**config.mk**
```make
export PLATFORM = sky130hd
export DESIGN_NAME = sad_seq_ctrl_flat
export DESIGN_NICKNAME = d
export VERILOG_FILES = /design/src/rtl/sad_seq_ctrl_if.sv /design/src/rtl/sad_seq_ctrl.sv /design/src/flat_wrapper.sv
export SDC_FILE = /design/constraint.sdc
export NUM_CORES = 1
export LEC_CHECK = 0
export BUFFER_PORTS_ARGS = -buffer_cell sky130_fd_sc_hd__buf_4
export CORE_ASPECT_RATIO = 0.6
export CORE_UTILIZATION = 30
export CTS_BUF_LIST = sky130_fd_sc_hd__clkbuf_2 sky130_fd_sc_hd__clkbuf_4 sky130_fd_sc_hd__clkbuf_8
export CTS_CLUSTER_SIZE = 20
export DETAILED_ROUTE_END_ITERATION = 7
export PLACE_DENSITY = 0.46
export SKIP_CTS_REPAIR_TIMING = 1
export SLEW_MARGIN = 20
export SYNTH_ARGS = -nofsm -noshare
export SYNTH_HDL_FRONTEND = slang
export SYNTH_SLANG_ARGS = --single-unit
```
**constraint.sdc**
```tcl
create_clock -name clk -period 3.2 [get_ports clk]
set_input_delay 0.16 -clock clk [delete_from_list [all_inputs] [get_ports clk]]
set_output_delay 0.16 -clock clk [all_outputs]
set_load 0.1 [all_outputs]
```
**src/rtl/sad_seq_ctrl_if.sv**
```systemverilog
// rtl/sad_seq_ctrl_if.sv - SAD sequencer memory/accumulator bus
// master is the sequencer side; slave is the datapath/environment side.
interface sad_seq_ctrl_if #(
  parameter int PIX_W = 9,
  parameter int BLK_W = 4,
  parameter int SAD_W = 16
) ();
  logic             go;
  logic [SAD_W-1:0] sad_in;
  logic [PIX_W-1:0] addr_pix;
  logic [BLK_W-1:0] addr_blk;
  logic             rd_en;
  logic             acc_clr;
  logic             acc_en;
  logic             busy;
  logic             done;
  logic [SAD_W-1:0] best_sad;
  logic [BLK_W-1:0] best_blk;

  modport master (
    input  go, sad_in,
    output addr_pix, addr_blk, rd_en, acc_clr, acc_en, busy, done, best_sad, best_blk
  );

  modport slave (
    output go, sad_in,
    input  addr_pix, addr_blk, rd_en, acc_clr, acc_en, busy, done, best_sad, best_blk
  );
endinterface

```
**src/rtl/sad_seq_ctrl.sv**
```systemverilog
// rtl/sad_seq_ctrl.sv - SAD block-search sequencer
// Per block: clear, pixel sweep, drain of the read pipeline, compare against best.
module sad_seq_ctrl #(
  parameter int PIX_W   = 9,
  parameter int NUM_PIX = 256,
  parameter int BLK_W   = 4,
  parameter int NUM_BLK = 16,
  parameter int SAD_W   = 16,
  parameter int RD_LAT  = 2
) (
  input logic           clk,
  input logic           rst,
  sad_seq_ctrl_if.master bus
);

  localparam int DRN_W = $clog2(RD_LAT + 1);
  localparam logic [PIX_W-1:0] LAST_PIX = PIX_W'(NUM_PIX - 1);
  localparam logic [BLK_W-1:0] LAST_BLK = BLK_W'(NUM_BLK - 1);
  localparam logic [DRN_W-1:0] LAST_DRN = DRN_W'(RD_LAT - 1);

  typedef enum logic [2:0] {
    S_IDLE,
    S_CLR,
    S_RUN,
    S_DRAIN,
    S_CMP,
    S_DONE
  } state_t;

  state_t            state_q;
  logic [PIX_W-1:0]  pix_q;
  logic [BLK_W-1:0]  blk_q;
  logic [DRN_W-1:0]  drn_q;
  logic              rd_en_q;
  logic              acc_clr_q;
  logic              busy_q;
  logic              done_q;
  logic [RD_LAT-1:0] dly_q;
  logic [RD_LAT-1:0] dly_d;
  logic [SAD_W-1:0]  best_sad_q;
  logic [BLK_W-1:0]  best_blk_q;

  // Read-latency model: acc_en is rd_en seen RD_LAT cycles later.
  always_comb begin
    dly_d    = dly_q << 1;
    dly_d[0] = rd_en_q;
  end

  always_ff @(posedge clk or posedge rst) begin
    if (rst) begin
      state_q    <= S_IDLE;
      pix_q      <= '0;
      blk_q      <= '0;
      drn_q      <= '0;
      rd_en_q    <= 1'b0;
      acc_clr_q  <= 1'b0;
      busy_q     <= 1'b0;
      done_q     <= 1'b0;
      dly_q      <= '0;
      best_sad_q <= '0;
      best_blk_q <= '0;
    end else begin
      acc_clr_q <= 1'b0;
      done_q    <= 1'b0;
      dly_q     <= dly_d;
      case (state_q)
        S_IDLE: begin
          if (bus.go) begin
            state_q   <= S_CLR;
            blk_q     <= '0;
            pix_q     <= '0;
            acc_clr_q <= 1'b1;
            busy_q    <= 1'b1;
          end
        end
        S_CLR: begin
          state_q <= S_RUN;
          rd_en_q <= 1'b1;
        end
        S_RUN: begin
          if (pix_q == LAST_PIX) begin
            state_q <= S_DRAIN;
            pix_q   <= '0;
            drn_q   <= '0;
            rd_en_q <= 1'b0;
          end else begin
            pix_q <= pix_q + 1'b1;
          end
        end
        S_DRAIN: begin
          if (drn_q == LAST_DRN) begin
            state_q <= S_CMP;
          end else begin
            drn_q <= drn_q + 1'b1;
          end
        end
        S_CMP: begin
          // Strict less-than keeps the lower block index on ties.
          if ((blk_q == '0) || (bus.sad_in < best_sad_q)) begin
            best_sad_q <= bus.sad_in;
            best_blk_q <= blk_q;
          end
          if (blk_q == LAST_BLK) begin
            state_q <= S_DONE;
            done_q  <= 1'b1;
          end else begin
            state_q   <= S_CLR;
            blk_q     <= blk_q + 1'b1;
            acc_clr_q <= 1'b1;
          end
        end
        S_DONE: begin
          state_q <= S_IDLE;
          busy_q  <= 1'b0;
        end
        default: begin
          state_q <= S_IDLE;
          busy_q  <= 1'b0;
          rd_en_q <= 1'b0;
        end
      endcase
    end
  end

  assign bus.addr_pix = pix_q;
  assign bus.addr_blk = blk_q;
  assign bus.rd_en    = rd_en_q;
  assign bus.acc_clr  = acc_clr_q;
  assign bus.acc_en   = dly_q[RD_LAT-1];
  assign bus.busy     = busy_q;
  assign bus.done     = done_q;
  assign bus.best_sad = best_sad_q;
  assign bus.best_blk = best_blk_q;

endmodule
```
**src/flat_wrapper.sv**
```systemverilog
// flat-port wrapper written by rule: the top's interface ports become plain ports
module sad_seq_ctrl_flat 
#(
  parameter int PIX_W   = 9,
  parameter int NUM_PIX = 256,
  parameter int BLK_W   = 4,
  parameter int NUM_BLK = 16,
  parameter int SAD_W   = 16,
  parameter int RD_LAT  = 2
)
  (clk, rst, bus_go, bus_sad_in, bus_addr_pix, bus_addr_blk, bus_rd_en, bus_acc_clr, bus_acc_en, bus_busy, bus_done, bus_best_sad, bus_best_blk);
  sad_seq_ctrl_if #(.PIX_W(PIX_W), .BLK_W(BLK_W), .SAD_W(SAD_W)) bus_i ();
  input logic clk;
  input logic rst;
  input wire logic [$bits(bus_i.go)-1:0] bus_go;
  input wire logic [$bits(bus_i.sad_in)-1:0] bus_sad_in;
  output wire logic [$bits(bus_i.addr_pix)-1:0] bus_addr_pix;
  output wire logic [$bits(bus_i.addr_blk)-1:0] bus_addr_blk;
  output wire logic [$bits(bus_i.rd_en)-1:0] bus_rd_en;
  output wire logic [$bits(bus_i.acc_clr)-1:0] bus_acc_clr;
  output wire logic [$bits(bus_i.acc_en)-1:0] bus_acc_en;
  output wire logic [$bits(bus_i.busy)-1:0] bus_busy;
  output wire logic [$bits(bus_i.done)-1:0] bus_done;
  output wire logic [$bits(bus_i.best_sad)-1:0] bus_best_sad;
  output wire logic [$bits(bus_i.best_blk)-1:0] bus_best_blk;
  assign bus_i.go = bus_go;
  assign bus_i.sad_in = bus_sad_in;
  assign bus_addr_pix = bus_i.addr_pix;
  assign bus_addr_blk = bus_i.addr_blk;
  assign bus_rd_en = bus_i.rd_en;
  assign bus_acc_clr = bus_i.acc_clr;
  assign bus_acc_en = bus_i.acc_en;
  assign bus_busy = bus_i.busy;
  assign bus_done = bus_i.done;
  assign bus_best_sad = bus_i.best_sad;
  assign bus_best_blk = bus_i.best_blk;
  sad_seq_ctrl #(.PIX_W(PIX_W), .NUM_PIX(NUM_PIX), .BLK_W(BLK_W), .NUM_BLK(NUM_BLK), .SAD_W(SAD_W), .RD_LAT(RD_LAT)) u_core (.clk(clk), .rst(rst), .bus(bus_i));
endmodule
```
* Word-level counts from Yosys, hierarchy flattened
Cells that the tools add are included.
** Cells by class
- Add/sub/neg operators :: 3
- Multiply operators :: 0
- Div/mod/pow operators :: 0
- Magnitude comparators :: 1
- Equality and inequality tests :: 13
- Shift-type cells :: 0
- Multiplexer cells :: 23
- Bitwise operators :: 2
- Reduce and logical (&&, ||, !) cells :: 15
** Operator list (count)
- 9-bit 2-to-1 mux :: 2
- 9-bit one-hot mux with 2 select lines :: 1
- 16-bit less-than comparator :: 1
- 3-bit one-hot mux with 5 select lines :: 1
- 3-bit 2-to-1 mux :: 4
- 9-bit by 1-bit adder with 9-bit output, second input constant :: 1
- 9-bit by 8-bit == test with 1-bit output, second input constant :: 1
- 3-bit AND reduction :: 3
- 4-bit 2-to-1 mux :: 2
- 4-bit one-hot mux with 2 select lines :: 1
- 2-bit AND reduction :: 4
- 4-bit OR reduction :: 2
- 3-bit by 2-bit == test with 1-bit output, second input constant :: 2
- 3-bit == test, second input constant :: 2
- 1-bit 2-to-1 mux :: 6
- 2-bit inequality test, second input constant :: 3
- 2-bit nonzero test :: 3
- 4-bit by 1-bit adder with 4-bit output, second input constant :: 1
- 4-bit == test, second input constant :: 1
- 4-bit logical NOT :: 1
- 2-bit 2-to-1 mux :: 2
- 2-bit by 1-bit inequality test with 1-bit output, second input constant :: 2
- 1-bit one-hot mux with 2 select lines :: 2
- 2-bit one-hot mux with 2 select lines :: 1
- 7 further kinds :: 8
** Storage, ports and cells
- Flip-flop bits (word level) :: 44
- Latch bits :: 0
- RAM bits :: 0
- Bits in read-only memories :: 0
- Bits of input ports :: 19
- Output and inout bits :: 38
- Word-level logic and storage cells :: 68
- Memories :: 0

* Depth between registers and ports, before layout
- Word-level depth :: 4
- Mapped depth :: 8
- Gate-level depth less buffers :: 7

* Worst setup path after synthesis
Ideal clock, no wire load.
- Path type :: register -> register
- Start :: register u_core.best_sad_q[15], in the netlist u_core.bus.best_sad[15]
- End :: register u_core.best_blk_q[0], in the netlist u_core.bus.best_blk[0]
- Setup time :: 127 ps
- Arrival time :: 2698 ps
- Data required time :: 3073 ps
- Setup slack :: 375 ps
- Stages on the path, launching flop included :: 9
- Path buffers :: 1
- Clock period less this slack :: 2825 ps
- Cells stage by stage :: dfrtp_1 inv_1 ha_1 nand2_1 nor4_2 nand3b_1 a31oi_4 buf_12 mux2_4
** On the way
- Word-level cells in the longest chain between the ends :: 3
** Ends and longest elaborated chain
- from (decl) :: RTL line sad_seq_ctrl.sv:40 : logic [SAD_W-1:0] best_sad_q;
- from (signal assigned) :: RTL line sad_seq_ctrl.sv:100 : best_sad_q <= bus.sad_in;
- 16-bit less-than comparator :: RTL line sad_seq_ctrl.sv:99 : if ((blk_q == '0) || (bus.sad_in < best_sad_q)) begin
- 1-bit logical OR :: RTL line sad_seq_ctrl.sv:99
- 2-bit AND reduction (no line)
- to (signal assigned) :: RTL line sad_seq_ctrl.sv:101 : best_blk_q <= blk_q;
- to (decl) :: RTL line sad_seq_ctrl.sv:41 : logic [BLK_W-1:0] best_blk_q;
Every way passes these cells.
A chain may end at the register's enable or synchronous reset.

* Worst setup path after layout
- Start :: register u_core.best_sad_q[15], in the netlist u_core.bus.best_sad[15]
- End :: register u_core.best_sad_q[10], in the netlist u_core.bus.best_sad[10]
** On the way
- Word-level cells in the longest chain between the ends :: 3
** Ends and longest elaborated chain (RTL line)
- 16-bit less-than comparator :: sad_seq_ctrl.sv:99
- 1-bit logical OR :: sad_seq_ctrl.sv:99
- 2-bit AND reduction (no line)
Every way passes these cells.

==> metrics.md <==
| Metric | Value |
|---|---|
| Net count after synthesis | 264 |
| CP Max Fanout | 18 |
| Shortest clock period the worst path allows after layout | 2.655 ns |
| Overflow left after global routing | 0 |
| Residual DRC | 0 |
| Post-synthesis cell count | 226 |
| Number of maximum-capacitance violations | 0 |
| Clock insertion delay at the later pin of the skew report | 0.29 ns |
| Bufs on Longest Clock Path | 2 |
| Clk_skew | 0.005852 ns |
| Accumulated negative setup slack | 0 ns |
| Number of antenna repair diodes | 0 |
| Via count normalized by instance count | 4.477 |
| Sort of element at the end of the critical path | flop |
| Post-synth ARST share | 1.000 |
| Tcrit/Tclk final | 0.8297 |
| Arrival time of data at the critical path endpoint | 2.83 ns |
| Dominant cell type by area after synthesis | sky130_fd_sc_hd__dfrtp_1 |
| Detailed Place HPWL | 3830 µm |
| Pre-CTS setup slack | about 0.52 ns |
| Highest achievable clock rate | 376.6 MHz |
| Global placer's final weighted congestion | about 0.75 |
| Antenna Nets Post-Route | 0 |
| Most instantiated cells after synthesis | sky130_fd_sc_hd__dfrtp_1 (44), sky130_fd_sc_hd__inv_1 (27), sky130_fd_sc_hd__nand2_1 (21), sky130_fd_sc_hd__o21ai_0 (21), sky130_fd_sc_hd__ha_1 (19) |
| Layout Nets | 323 |
| Crit Path Category | flop to flop |
| H-tree level count | 2 |
| Kind of start point of the critical path | flop |
| Routed wire per std cell | around 13 µm |
| I/O Pins | 57 |
| CTS buffer count | 5 |
| Most area-consuming cells after synthesis | sky130_fd_sc_hd__dfrtp_1 (46%), sky130_fd_sc_hd__ha_1 (10%), sky130_fd_sc_hd__mux2_4 (6.3%), sky130_fd_sc_hd__o21ai_0 (4.4%), sky130_fd_sc_hd__inv_1 (4.3%) |
| Starting density of the core | 0.3181 |
| Flip-flop and latch count after synthesis | 44 |
| Register area share after synthesis | 0.4629 |
| Routed WL | 5225 µm |
| Die Area | 8300 µm² |
| Minimum hold slack | -0.01064 ns |
| Setup violations, final | 0 |
| Total clock sinks | 44 |
| Required time of the worst setup path | 3.38 ns |
| Final setup margin | 0.5449 ns |
| Root buffer cell | sky130_fd_sc_hd__clkbuf_8 |
| Placeable core region | 7477 µm² |
| Overall die width | 117.0 µm |
| Area delta synth->final | 26.83% |
| Dominant register cell in the synthesized netlist | sky130_fd_sc_hd__dfrtp_1 |
| Number of enable flip-flop cells after synthesis | 0 |
| Failing checks | hold timing |
| Y dimension of the die | around 71 µm |
| Pins Over Slew Limit | 0 |
| Number of library cell types mapped by synthesis | 38 |
| TritonCTS clock tree | done |
| Count of buffers from port buffering | 56 |
| Hold Crit Class | input port to asynchronous set/reset pin |
| Area share of the leading cell type in the synthesized netlist | 0.4629 |
| Number of antenna violations at the first check in global routing | 0 |
| Wire length of the first global-routing pass | 8493 µm |
| Pin count of the biggest net entering global routing | 45 |
| Total routing usage reported by global routing | 0.1336 |
| Most frequent cell after synthesis | sky130_fd_sc_hd__dfrtp_1 |
| Yosys synthesis warning count | 0 |
| Ratio of cells with drive above 1 in the final layout | 0.3147 |
| Post-synthesis cell area | about 2400 µm² |
| Reg clk slew, reported paths | 0.09 ns |
| Slew of the pin with the lowest slew margin | 0.8212 ns |
| Post-synthesis average cell area | 10.52 µm² |
| Status | complete, but fails checks |
| Vias in the first global route | between 1500 and 2000 |
| RSZ-0062 raised after global routing | no |
| Via count of the routed design | about 1700 |
| Iter 0 DRT Violations | 77 |
| Max-slew headroom at the worst pin | 0.4465 |
| Std-Cell Rows | 24 |
| Fin. Hold Viols | 15 |
| Drt pass-1 iters | 4 |
final cells by class:
cell class / instances / area, µm²
sequential: 44 / 1101
clock inverter: 1 / 30.03
timing repair buffer: 56 / 420.4
multi-input combinational: 151 / 1136
clock buffer: 7 / 96.34
fill: 740 / 4461
tap: 104 / 130.1
inverter: 27 / 102.6
kinds of logic (layout without fill, tap and decap cells):
| group | count (synthesis) | count (layout) | share of synthesized area |
|---|---|---|---|
| adder cells (fa/ha/maj) | 19 | 19 | 0.09995 |
| AND/OR/NAND/NOR | 62 | 62 | 0.1284 |
| flip-flops | 44 | 44 | 0.4629 |
| buffers and inverters | 31 | 91 | 0.05944 |
| multiplexers | 21 | 21 | 0.1136 |
| XOR/XNOR | 2 | 2 | 0.007366 |
| AO/OA/AOI/OAI | 47 | 47 | 0.1284 |
sequential cells by signal (all words and copies together) (netlist names):
name	cells
u_core.bus.best_sad	16
u_core.bus.addr_pix	9
u_core.bus.addr_blk	4
u_core.bus.best_blk	4
u_core.state_q	3
u_core.dly_q	2
u_core.drn_q	2
u_core.bus.acc_clr	1
u_core.bus.busy	1
u_core.bus.done	1
u_core.bus.rd_en	1
routing by layer:
layer	global-route usage	part of all wire	wire (µm)
met1	0.2142	0.56	2943
met2	0.1703	0.39	2016
met3	0.03599	0.045	237
met4	0.03376	0.0052	27
met5	0	0	0
path summary, 6_finish.rpt:
check                                        start  slack [ns]                 endpoint  cells after the start
hold / removal                                 rst       -0.01   u_core.bus.addr_pix[8]                      2
hold reg to reg                    u_core.dly_q[0]        0.36          u_core.dly_q[1]                      0
setup / recovery           u_core.bus.best_sad[15]        0.54  u_core.bus.best_sad[10]                      7
max in group asynchronous                      rst        2.72   u_core.bus.best_sad[1]                      2
min in group clk                    bus_sad_in[11]        0.11  u_core.bus.best_sad[11]                      2
setup reg to reg           u_core.bus.best_sad[15]        0.54  u_core.bus.best_sad[10]                      7
cells in the final DEF (no fill, tap or decap), types with 3 or more instances in the layout:
master,synthesis,final
sky130_fd_sc_hd__inv_1,27,26
sky130_fd_sc_hd__buf_4,0,56
sky130_fd_sc_hd__nor2_1,12,12
sky130_fd_sc_hd__ha_1,19,19
sky130_fd_sc_hd__nand3_1,11,11
sky130_fd_sc_hd__mux2_4,10,10
sky130_fd_sc_hd__a21oi_1,9,9
sky130_fd_sc_hd__nand2b_1,3,3
sky130_fd_sc_hd__nand2_1,21,21
sky130_fd_sc_hd__dfrtp_1,44,44
sky130_fd_sc_hd__mux2_2,8,8
sky130_fd_sc_hd__nor3_1,6,6
sky130_fd_sc_hd__mux2i_1,3,3
sky130_fd_sc_hd__o21ai_0,21,21
sky130_fd_sc_hd__clkbuf_8,0,7
critical path, stage by stage, from the launching register on:
cell and delay [ns]:
sky130_fd_sc_hd__dfrtp_1 0.37, sky130_fd_sc_hd__inv_1 0.05, sky130_fd_sc_hd__ha_1 0.28, sky130_fd_sc_hd__nand2_1 0.10, sky130_fd_sc_hd__nor4_2 0.40, sky130_fd_sc_hd__nand3b_1 0.21
sky130_fd_sc_hd__a31oi_4 0.71, sky130_fd_sc_hd__mux2_2 0.41
per-stage QoR:
stage,cells,utilization,area [µm²]
floorplan,226,-,2379
global route,390,0.4034,3017
CTS,390,0.4033,3015
detailed placement,382,0.3864,2889
global placement,382,0.3864,2889
finish,390,0.4034,3017
Power is not shown: default switching activity piles up to over one toggle a cycle in this logic, so the estimate is an artifact.
